[config.mk]
export PLATFORM = sky130hd
export DESIGN_NAME = line_fragment_generator
export DESIGN_NICKNAME = d
export VERILOG_FILES = /design/src/rtl/line_pkg.sv /design/src/rtl/line_octant_setup.sv /design/src/rtl/line_fragment_generator.sv
export SDC_FILE = /design/constraint.sdc
export NUM_CORES = 1
export LEC_CHECK = 0
export ABC_AREA = 1
export CORE_UTILIZATION = 45
export DETAILED_ROUTE_END_ITERATION = 8
export PLACE_DENSITY = 0.73
export RECOVER_POWER = 100
export SLEW_MARGIN = 20
export SYNTH_ARGS = -nofsm -noshare
export SYNTH_HDL_FRONTEND = slang
export SYNTH_HIERARCHICAL = 1
export SYNTH_SLANG_ARGS = --single-unit
[constraint.sdc]
create_clock -name clk -period 7.5 [get_ports clk]
set_input_delay 1.5 -clock clk [delete_from_list [all_inputs] [get_ports clk]]
set_output_delay 1.5 -clock clk [all_outputs]
set_load 0.01 [all_outputs]
[src/rtl/line_pkg.sv]
// Purpose : shared coordinate widths and line-FSM state encoding for the line-drawing path.
// Latency : n/a (constants and types only).
// Backpressure: n/a.
package line_pkg;

  localparam int XW = 10;                           // x coordinate width (unsigned)
  localparam int YW = 9;                            // y coordinate width (unsigned)
  localparam int EW = ((XW > YW) ? XW : YW) + 2;    // signed delta / error width

  typedef enum logic [1:0] {
    IDLE  = 2'd0,
    SETUP = 2'd1,
    DRAW  = 2'd2
  } line_state_e;

endpackage

[src/rtl/line_octant_setup.sv]
// Purpose : derives Bresenham deltas, step signs, initial error and step count from latched endpoints.
// Latency : combinational.
// Backpressure: none.
// Ports   : x0_i/y0_i/x1_i/y1_i endpoints in; dx_o, dy_o (negative), sx_o, sy_o, err0_o, steps_o out (signed EW).
module line_octant_setup
  import line_pkg::*;
(
  input  logic [XW-1:0]        x0_i,
  input  logic [YW-1:0]        y0_i,
  input  logic [XW-1:0]        x1_i,
  input  logic [YW-1:0]        y1_i,
  output logic signed [EW-1:0] dx_o,
  output logic signed [EW-1:0] dy_o,
  output logic signed [EW-1:0] sx_o,
  output logic signed [EW-1:0] sy_o,
  output logic signed [EW-1:0] err0_o,
  output logic signed [EW-1:0] steps_o
);

  localparam logic signed [EW-1:0] POS_ONE = EW'(1);
  localparam logic signed [EW-1:0] NEG_ONE = '1;

  logic signed [EW-1:0] ex0, ex1, ey0, ey1;
  logic signed [EW-1:0] abs_dy;

  // Zero-extend into the wider signed domain so differences never wrap.
  assign ex0 = $signed({{(EW-XW){1'b0}}, x0_i});
  assign ex1 = $signed({{(EW-XW){1'b0}}, x1_i});
  assign ey0 = $signed({{(EW-YW){1'b0}}, y0_i});
  assign ey1 = $signed({{(EW-YW){1'b0}}, y1_i});

  assign dx_o    = (ex1 >= ex0) ? (ex1 - ex0) : (ex0 - ex1);
  assign abs_dy  = (ey1 >= ey0) ? (ey1 - ey0) : (ey0 - ey1);
  assign dy_o    = -abs_dy;
  assign sx_o    = (x0_i < x1_i) ? POS_ONE : NEG_ONE;
  assign sy_o    = (y0_i < y1_i) ? POS_ONE : NEG_ONE;
  assign err0_o  = dx_o - abs_dy;
  assign steps_o = (dx_o >= abs_dy) ? dx_o : abs_dy;

endmodule

[src/rtl/line_fragment_generator.sv]
// Purpose : latches line endpoints on start and emits one Bresenham pixel per clock, pulsing finish on the last.
// Latency : start sampled at edge T -> first valid pixel in cycle T+2; one pixel per cycle thereafter.
// Backpressure: none; the consumer must accept every pixel. start while busy is ignored.
// Ports   : clk, reset_n (async, active-low), rst_fragment (sync clear), start_fragment, x0/y0/x1/y1 in;
//           frag_x/frag_y/frag_valid/frag_gen_finish/busy out (all registered).
module line_fragment_generator
  import line_pkg::*;
(
  input  logic          clk,
  input  logic          reset_n,
  input  logic          rst_fragment,
  input  logic          start_fragment,
  input  logic [XW-1:0] x0,
  input  logic [YW-1:0] y0,
  input  logic [XW-1:0] x1,
  input  logic [YW-1:0] y1,
  output logic [XW-1:0] frag_x,
  output logic [YW-1:0] frag_y,
  output logic          frag_valid,
  output logic          frag_gen_finish,
  output logic          busy
);

  line_state_e          state_q;
  logic [XW-1:0]        x0_q, x1_q, frag_x_q;
  logic [YW-1:0]        y0_q, y1_q, frag_y_q;
  logic signed [EW-1:0] err_q, steps_q;
  logic                 frag_valid_q, finish_q, busy_q;

  logic signed [EW-1:0] dx, dy, sx, sy, err0, steps0;

  // Endpoints are latched, so these stay stable for the whole line.
  line_octant_setup u_setup (
    .x0_i    (x0_q),
    .y0_i    (y0_q),
    .x1_i    (x1_q),
    .y1_i    (y1_q),
    .dx_o    (dx),
    .dy_o    (dy),
    .sx_o    (sx),
    .sy_o    (sy),
    .err0_o  (err0),
    .steps_o (steps0)
  );

  // Next-pixel datapath: both axis decisions use the same e2 and accumulate into err.
  logic signed [EW-1:0] e2;
  logic                 step_x, step_y;
  logic signed [EW-1:0] err_d;
  logic signed [EW-1:0] x_ext_d, y_ext_d;
  logic [XW-1:0]        x_d;
  logic [YW-1:0]        y_d;

  always_comb begin
    e2      = err_q <<< 1;
    step_x  = (e2 >= dy);
    step_y  = (e2 <= dx);
    err_d   = err_q;
    x_ext_d = $signed({{(EW-XW){1'b0}}, frag_x_q});
    y_ext_d = $signed({{(EW-YW){1'b0}}, frag_y_q});
    if (step_x) begin
      err_d   = err_d + dy;
      x_ext_d = x_ext_d + sx;
    end
    if (step_y) begin
      err_d   = err_d + dx;
      y_ext_d = y_ext_d + sy;
    end
  end

  // Coordinates never leave the endpoint box, so the upper bits are always zero.
  assign x_d = x_ext_d[XW-1:0];
  assign y_d = y_ext_d[YW-1:0];

  logic unused_hi;
  assign unused_hi = ^{x_ext_d[EW-1:XW], y_ext_d[EW-1:YW]};

  always_ff @(posedge clk or negedge reset_n) begin
    if (!reset_n) begin
      state_q      <= IDLE;
      x0_q         <= '0;
      y0_q         <= '0;
      x1_q         <= '0;
      y1_q         <= '0;
      frag_x_q     <= '0;
      frag_y_q     <= '0;
      err_q        <= '0;
      steps_q      <= '0;
      frag_valid_q <= 1'b0;
      finish_q     <= 1'b0;
      busy_q       <= 1'b0;
    end else if (rst_fragment) begin
      state_q      <= IDLE;
      x0_q         <= '0;
      y0_q         <= '0;
      x1_q         <= '0;
      y1_q         <= '0;
      frag_x_q     <= '0;
      frag_y_q     <= '0;
      err_q        <= '0;
      steps_q      <= '0;
      frag_valid_q <= 1'b0;
      finish_q     <= 1'b0;
      busy_q       <= 1'b0;
    end else begin
      case (state_q)
        IDLE: begin
          frag_valid_q <= 1'b0;
          finish_q     <= 1'b0;
          if (start_fragment) begin
            x0_q    <= x0;
            y0_q    <= y0;
            x1_q    <= x1;
            y1_q    <= y1;
            busy_q  <= 1'b1;
            state_q <= SETUP;
          end
        end
        SETUP: begin
          // Outputs are registered, so the first pixel is loaded here.
          frag_x_q     <= x0_q;
          frag_y_q     <= y0_q;
          err_q        <= err0;
          steps_q      <= steps0;
          frag_valid_q <= 1'b1;
          finish_q     <= (steps0 == '0);
          state_q      <= DRAW;
        end
        DRAW: begin
          // steps_q counts pixels still to come after the one on the outputs.
          if (steps_q == '0) begin
            frag_valid_q <= 1'b0;
            finish_q     <= 1'b0;
            busy_q       <= 1'b0;
            state_q      <= IDLE;
          end else begin
            frag_x_q     <= x_d;
            frag_y_q     <= y_d;
            err_q        <= err_d;
            steps_q      <= steps_q - EW'(1);
            frag_valid_q <= 1'b1;
            finish_q     <= (steps_q == EW'(1));
          end
        end
        default: begin
          frag_valid_q <= 1'b0;
          finish_q     <= 1'b0;
          busy_q       <= 1'b0;
          state_q      <= IDLE;
        end
      endcase
    end
  end

  assign frag_x          = frag_x_q;
  assign frag_y          = frag_y_q;
  assign frag_valid      = frag_valid_q;
  assign frag_gen_finish = finish_q;
  assign busy            = busy_q;

endmodule

==> results of run 1 <==
==> through the flow <==
stage / hold WS, ns / instance area [um^2] / std cells
final: 0.501 / 11000 / 1863
after global routing: 0.539 / 11000 / 1863
after CTS: 0.509 / 11000 / 1863
after detailed placement: 0.491 / 10700 / 1848
after global placement: 0.489 / 10700 / 1848
after floorplan: 0.503 / 10000 / 1557
==> worst paths after layout <==
| path | slack, ns | cells past startpoint | from | to |
|---|---|---|---|---|
| worst max-delay path | 1.33 | 9 | state_q[0]$_DFFE_PN0P_ | frag_y[4]$_DFFE_PN0P_ |
| worst min register to register | 0.50 | 2 | frag_y[4]$_DFFE_PN0P_ | frag_y[4]$_DFFE_PN0P_ |
| min in group asynchronous | 1.73 | 1 | reset_n | frag_y[3]$_DFFE_PN0P_ |
| max in group asynchronous | 2.20 | 2 | reset_n | err_q[2]$_DFFE_PN0P_ |
| worst min-delay path | 0.50 | 2 | frag_y[4]$_DFFE_PN0P_ | frag_y[4]$_DFFE_PN0P_ |
| worst max register to register | 1.33 | 9 | state_q[0]$_DFFE_PN0P_ | frag_y[4]$_DFFE_PN0P_ |
==> final cells by class <==
class                   instances  share of cell area [%]
clock buffers                  11                    2.31
inverters                     247                    8.46
multi-input cells            1167                    60.3
repair buffers                 69                    6.04
well taps                     280                    3.20
flip-flops and latches         85                    19.4
clock inverters                 4                   0.285
==> layer usage <==
metal | GRT usage [%] | wire length [um] | vias to the layer above
met5 | 0 | 0 | -
met4 | 9.25 | 887 | 0
met3 | 3.22 | 1690 | 55
met2 | 40.8 | 12600 | 341
met1 | 35.9 | 13200 | 4501
li1 | - | - | 5001
==> registers in the layout (all words and copies together) (netlist names), 9 cells and up <==
name,cells
y0_q,9
y1_q,9
steps_q,12
err_q,11
x0_q,10
frag_x,10
x1_q,10
frag_y,9
==> worst max-delay path, delay by kind of cell, from the launching register on <==
kind            cells  cell delay, ns
flops               1            0.41
simple gates        4            1.41
compound gates      1            0.72
buf+inv             3            1.94
fa+ha+maj           1            1.60
==> impl_metrics.ini, run 1 <==
[timing]
slew_headroom_pct = -91.5
finalWorstSetupSlack_ns = 1.33
rsz0062_at_grt = false
fmax_mhz = 162
fin_skew_ns = 0.0106
tns_ns = 0
tightest_slew_ns = 2.87
drv_slew = 177
finalCritPeriodShare_pct = 82.2
fin_crit_ns = 6.17
finalSetupViolCount = 0
hold_violations = 0

[die]
design.core.area_um2 = 21800
initial_core_util_pct = 45.9
die_x_um = 151
dieHeight_um = 151
die_area_um2 = 22900
rows = 54
ioPinCount = 64

[worst_setup_path]
end_kind = flip-flop
max_stage_delay_ns = 1.60
worst-path-max-fanout = 53
worstPathRequired_ns = 7.79
cp_cell_sequence = inv_1 > ha_1 > inv_1 > o21a_1 > nor2_1 > inv_1 > nor2_1 > nand2_1 > nand2_1
crit_path_top_delay_cell = ha_1
worst_setup_path_start_kind = flip-flop
worstPathArrival_ns = 6.46
path_class = reg2reg
path_common_cell = inv_1

[detailed_routing]
post_drt_wl_per_cell_um = 15.2
dr.pass1.iters = 5
drc_errors = 0
drt_iter0_markers = 780
drtAntennaViolNets = 0
vias = 9898
wl_mm = 28.4
viasPerCell = 5.31

[logic_synthesis]
synth_cells = 1556
netlist_area_um2 = 10000
avgSynthCellArea_um2 = 6.44
yosys_warnings = 6

[cells_and_area]
fin_util_pct = 50.2
nets = 1745
fill_cells = 2177
mostFrequentLayoutCells = nand2_1 (462), inv_1 (245), ha_1 (115), nor2_1 (112), nand3_1 (103)
syn_to_final_growth_pct = 9.32
multi_input_area_um2 = 6610
seq_area_um2 = 2130
n_antenna_cell = 0
drive_above_1_share_pct = 3.73
final_common_cell = nand2_1

[run]
maxCapViolations = 4

[status]
violations = max-capacitance violations, max-slew violations
outcome = finished with violations

[grt]
grt_pass1_wl_mm = 45.8
antenna_found_initial = 0
grt-ovfl-total = 0
grt_pass1_vias = 9052
grt_max_degree = 54
track_usage_pct = 25.8

[placed_design]
place.detailed.hpwl_mm = 22.6
place.gp.congestion = 0.977
post-place-ws_ns = 1.98
portBuffers = 63

[clock_network]
ctsResizeCount = 0
cts_buffers = 9
cts.path.max_buffers = 2
clk_pin_slew_worst_paths_ns = 0.07
cts_setup_buffers = 0
clk-insertion-delay-late_ns = 0.35
h-tree-depth = 3
clkSinkCount = 85
cts_root_buffer = clkbuf_16
ctsHoldBuffers = 0
cts_tree = yes

[min_path]
min_path_type = reg2reg
Power of run 1 is not shown: default switching activity piles up to over one toggle a cycle in this logic, so the estimate is an artifact.
==> inputs of run 2 (changes only) <==
--- a/config.mk
+++ b/config.mk
@@ -8,7 +8,7 @@
 export ABC_AREA = 1
 export CORE_UTILIZATION = 45
 export DETAILED_ROUTE_END_ITERATION = 8
-export PLACE_DENSITY = 0.73
+export PLACE_DENSITY = 0.76
 export RECOVER_POWER = 100
 export SLEW_MARGIN = 20
 export SYNTH_ARGS = -nofsm -noshare
==> constraint.sdc (replaced) <==
create_clock -name clk -period 5.3 [get_ports clk]
set_input_delay 1.06 -clock clk [delete_from_list [all_inputs] [get_ports clk]]
set_output_delay 1.06 -clock clk [all_outputs]
set_load 0.01 [all_outputs]
==> run 2 against run 1 <==
  * Worst setup slack lost 1.2 ns
  * Count of clock-buffer cells in the layout did not move
  * Worst hold slack got worse by 0.0011 ns
  * Clock skew is 0.0017 ns higher
  * The flow still finishes with violations (max-capacitance violations, max-slew violations)
  * Die area unchanged
  * Global-route usage up 0.55 points
==> impl_metrics.ini, run 2 (synthesis gave the netlist of run 1 again) <==
[status]
violations = max-capacitance violations, max-slew violations
outcome = finished with violations

[grt]
grt_pass1_wl_mm = 47.1
grt_max_degree = 54
track_usage_pct = 26.3
grt_use_met3_pct = 4.67
use_met1_pct = 34.0
antenna_found_initial = 1
busiest_layer = met2
grt-ovfl-total = 0
grt_use_met2_pct = 43.8
grt_pass1_vias = 9532

[timing]
fin_crit_ns = 5.12
tightest_slew_ns = 2.15
fmax_mhz = 195
drv_slew = 76
finalSetupViolCount = 0
hold_violations = 0
fin_skew_ns = 0.0123
finalCritPeriodShare_pct = 96.6
finalWorstSetupSlack_ns = 0.181
slew_headroom_pct = -43.6

[worst_setup_path]
worst_setup_path_start_kind = flip-flop
crit_path_top_delay_cell = fa_2
worstPathArrival_ns = 5.41
path_common_cell = nand2_1
end_kind = flip-flop
max_stage_delay_ns = 0.42
worstPathRequired_ns = 5.59
path_class = reg2reg
worst-path-max-fanout = 8

[clock_network]
h-tree-depth = 3
cts.path.max_buffers = 2
clk_pin_slew_worst_paths_ns = 0.07
clkSinkCount = 85
cts_buffers = 9
clk-insertion-delay-late_ns = 0.36
cts_tree = yes
cts_root_buffer = clkbuf_16

[detailed_routing]
dr.pass1.iters = 5
post_drt_wl_per_cell_um = 15.4
vias = 10300
viasPerCell = 5.35
wl_mm = 29.8
drc_errors = 0
drtAntennaViolNets = 0
drt_iter0_markers = 650

[placed_design]
place.detailed.hpwl_mm = 23.1
place_inst = 1892
place.gp.congestion = 0.989
post-place-ws_ns = -0.127
portBuffers = 63

[cells_and_area]
largest_reg_flops = 12
reg_top3 = steps_q x12, err_q x11
fin_util_pct = 54.7
multi_input_area_um2 = 7080
drive_above_1_share_pct = 12.7
seq_area_um2 = 2130
fill_cells = 2079
top_register = steps_q
nets = 1810
mostFrequentLayoutCells = nand2_1 (441), inv_1 (237), nor2_1 (101), ha_1 (101), nand3_1 (95)
final_cells = 1931
syn_to_final_growth_pct = 19.1
final_common_cell = nand2_1

[die]
dieHeight_um = 151
ioPinCount = 64
die_x_um = 151
rows = 54
die_area_um2 = 22900
design.core.area_um2 = 21800
initial_core_util_pct = 45.9

[run]
maxCapViolations = 3

[min_path]
min_path_type = reg2reg
-- run 2: cell count changes in the layout (fill, tap and decap cells not counted), moves of 7 or more --
cell     previous run  this run
nand2_1           462       441
nor2_1            112       101
a21oi_2             1         8
o21ai_0            90        83
ha_4                0        11
ha_1              115       101
nand2_2             9        26
a21oi_1            94        87
inv_1             245       237
nand3_1           103        95
buf_4               4        65
-- run 2: stage by stage --
stage	cell area [um^2]	TNS (ns)	hold WS (ns)
3_3_place_gp	11000	-0.107	0.490
6_report	11900	0	0.500
3_5_place_dp	11000	-0.157	0.493
5_1_grt	11900	-0.479	0.531
2_1_floorplan	10000	0	0.503
4_1_cts	11300	0	0.509
-- run 2: area by class of cell --
cell class | count | area share [%]
clock buffer | 11 | 2.03
multi-input combinational | 1167 | 59.3
timing repair buffer | 134 | 9.84
antenna | 2 | 0.0419
sequential | 85 | 17.8
inverter | 247 | 7.78
tap | 280 | 2.93
clock inverter | 5 | 0.272
-- run 2: path summary, 6_finish.rpt --
check / startpoint / endpoint / slack [ns] / cells past startpoint
setup / recovery: y1_q[0]$_DFFE_PN0P_ / err_q[7]$_DFFE_PN0P_ / 0.18 / 37
hold / removal: frag_y[5]$_DFFE_PN0P_ / frag_y[5]$_DFFE_PN0P_ / 0.50 / 2
setup reg to reg: y1_q[0]$_DFFE_PN0P_ / err_q[7]$_DFFE_PN0P_ / 0.18 / 37
hold reg to reg: frag_y[5]$_DFFE_PN0P_ / frag_y[5]$_DFFE_PN0P_ / 0.50 / 2
max in group asynchronous: reset_n / err_q[3]$_DFFE_PN0P_ / 1.79 / 2
min in group asynchronous: reset_n / frag_y[2]$_DFFE_PN0P_ / 1.33 / 1
-- run 2: repair_timing --
action / in CTS / in global routing
pin swaps: 0 / 39
cloned: 0 / 0
hold buffers: 0 / 0
setup buffers: 0 / 21
endpoints found under the hold margin: 0 / 0
setup endpoints to repair: 4 / 9
resized for setup: 5 / 104
-- run 2: worst max-delay path: cells and delay by family, from the launching register on --
family	cells	cell delay, ns
compound gates	4	0.52
xor+xnor	2	0.40
fa+ha+maj	4	1.17
buf+inv	7	0.60
flops	1	0.39
simple gates	20	1.95
-- run 2: routing by layer --
layer,share of wire [%],vias to the layer above
li1,-,5145
met1,44,4769
met2,47,348
met3,6.4,66
met4,3.1,0
met5,0,-
Power of run 2 is left out for the same reason.
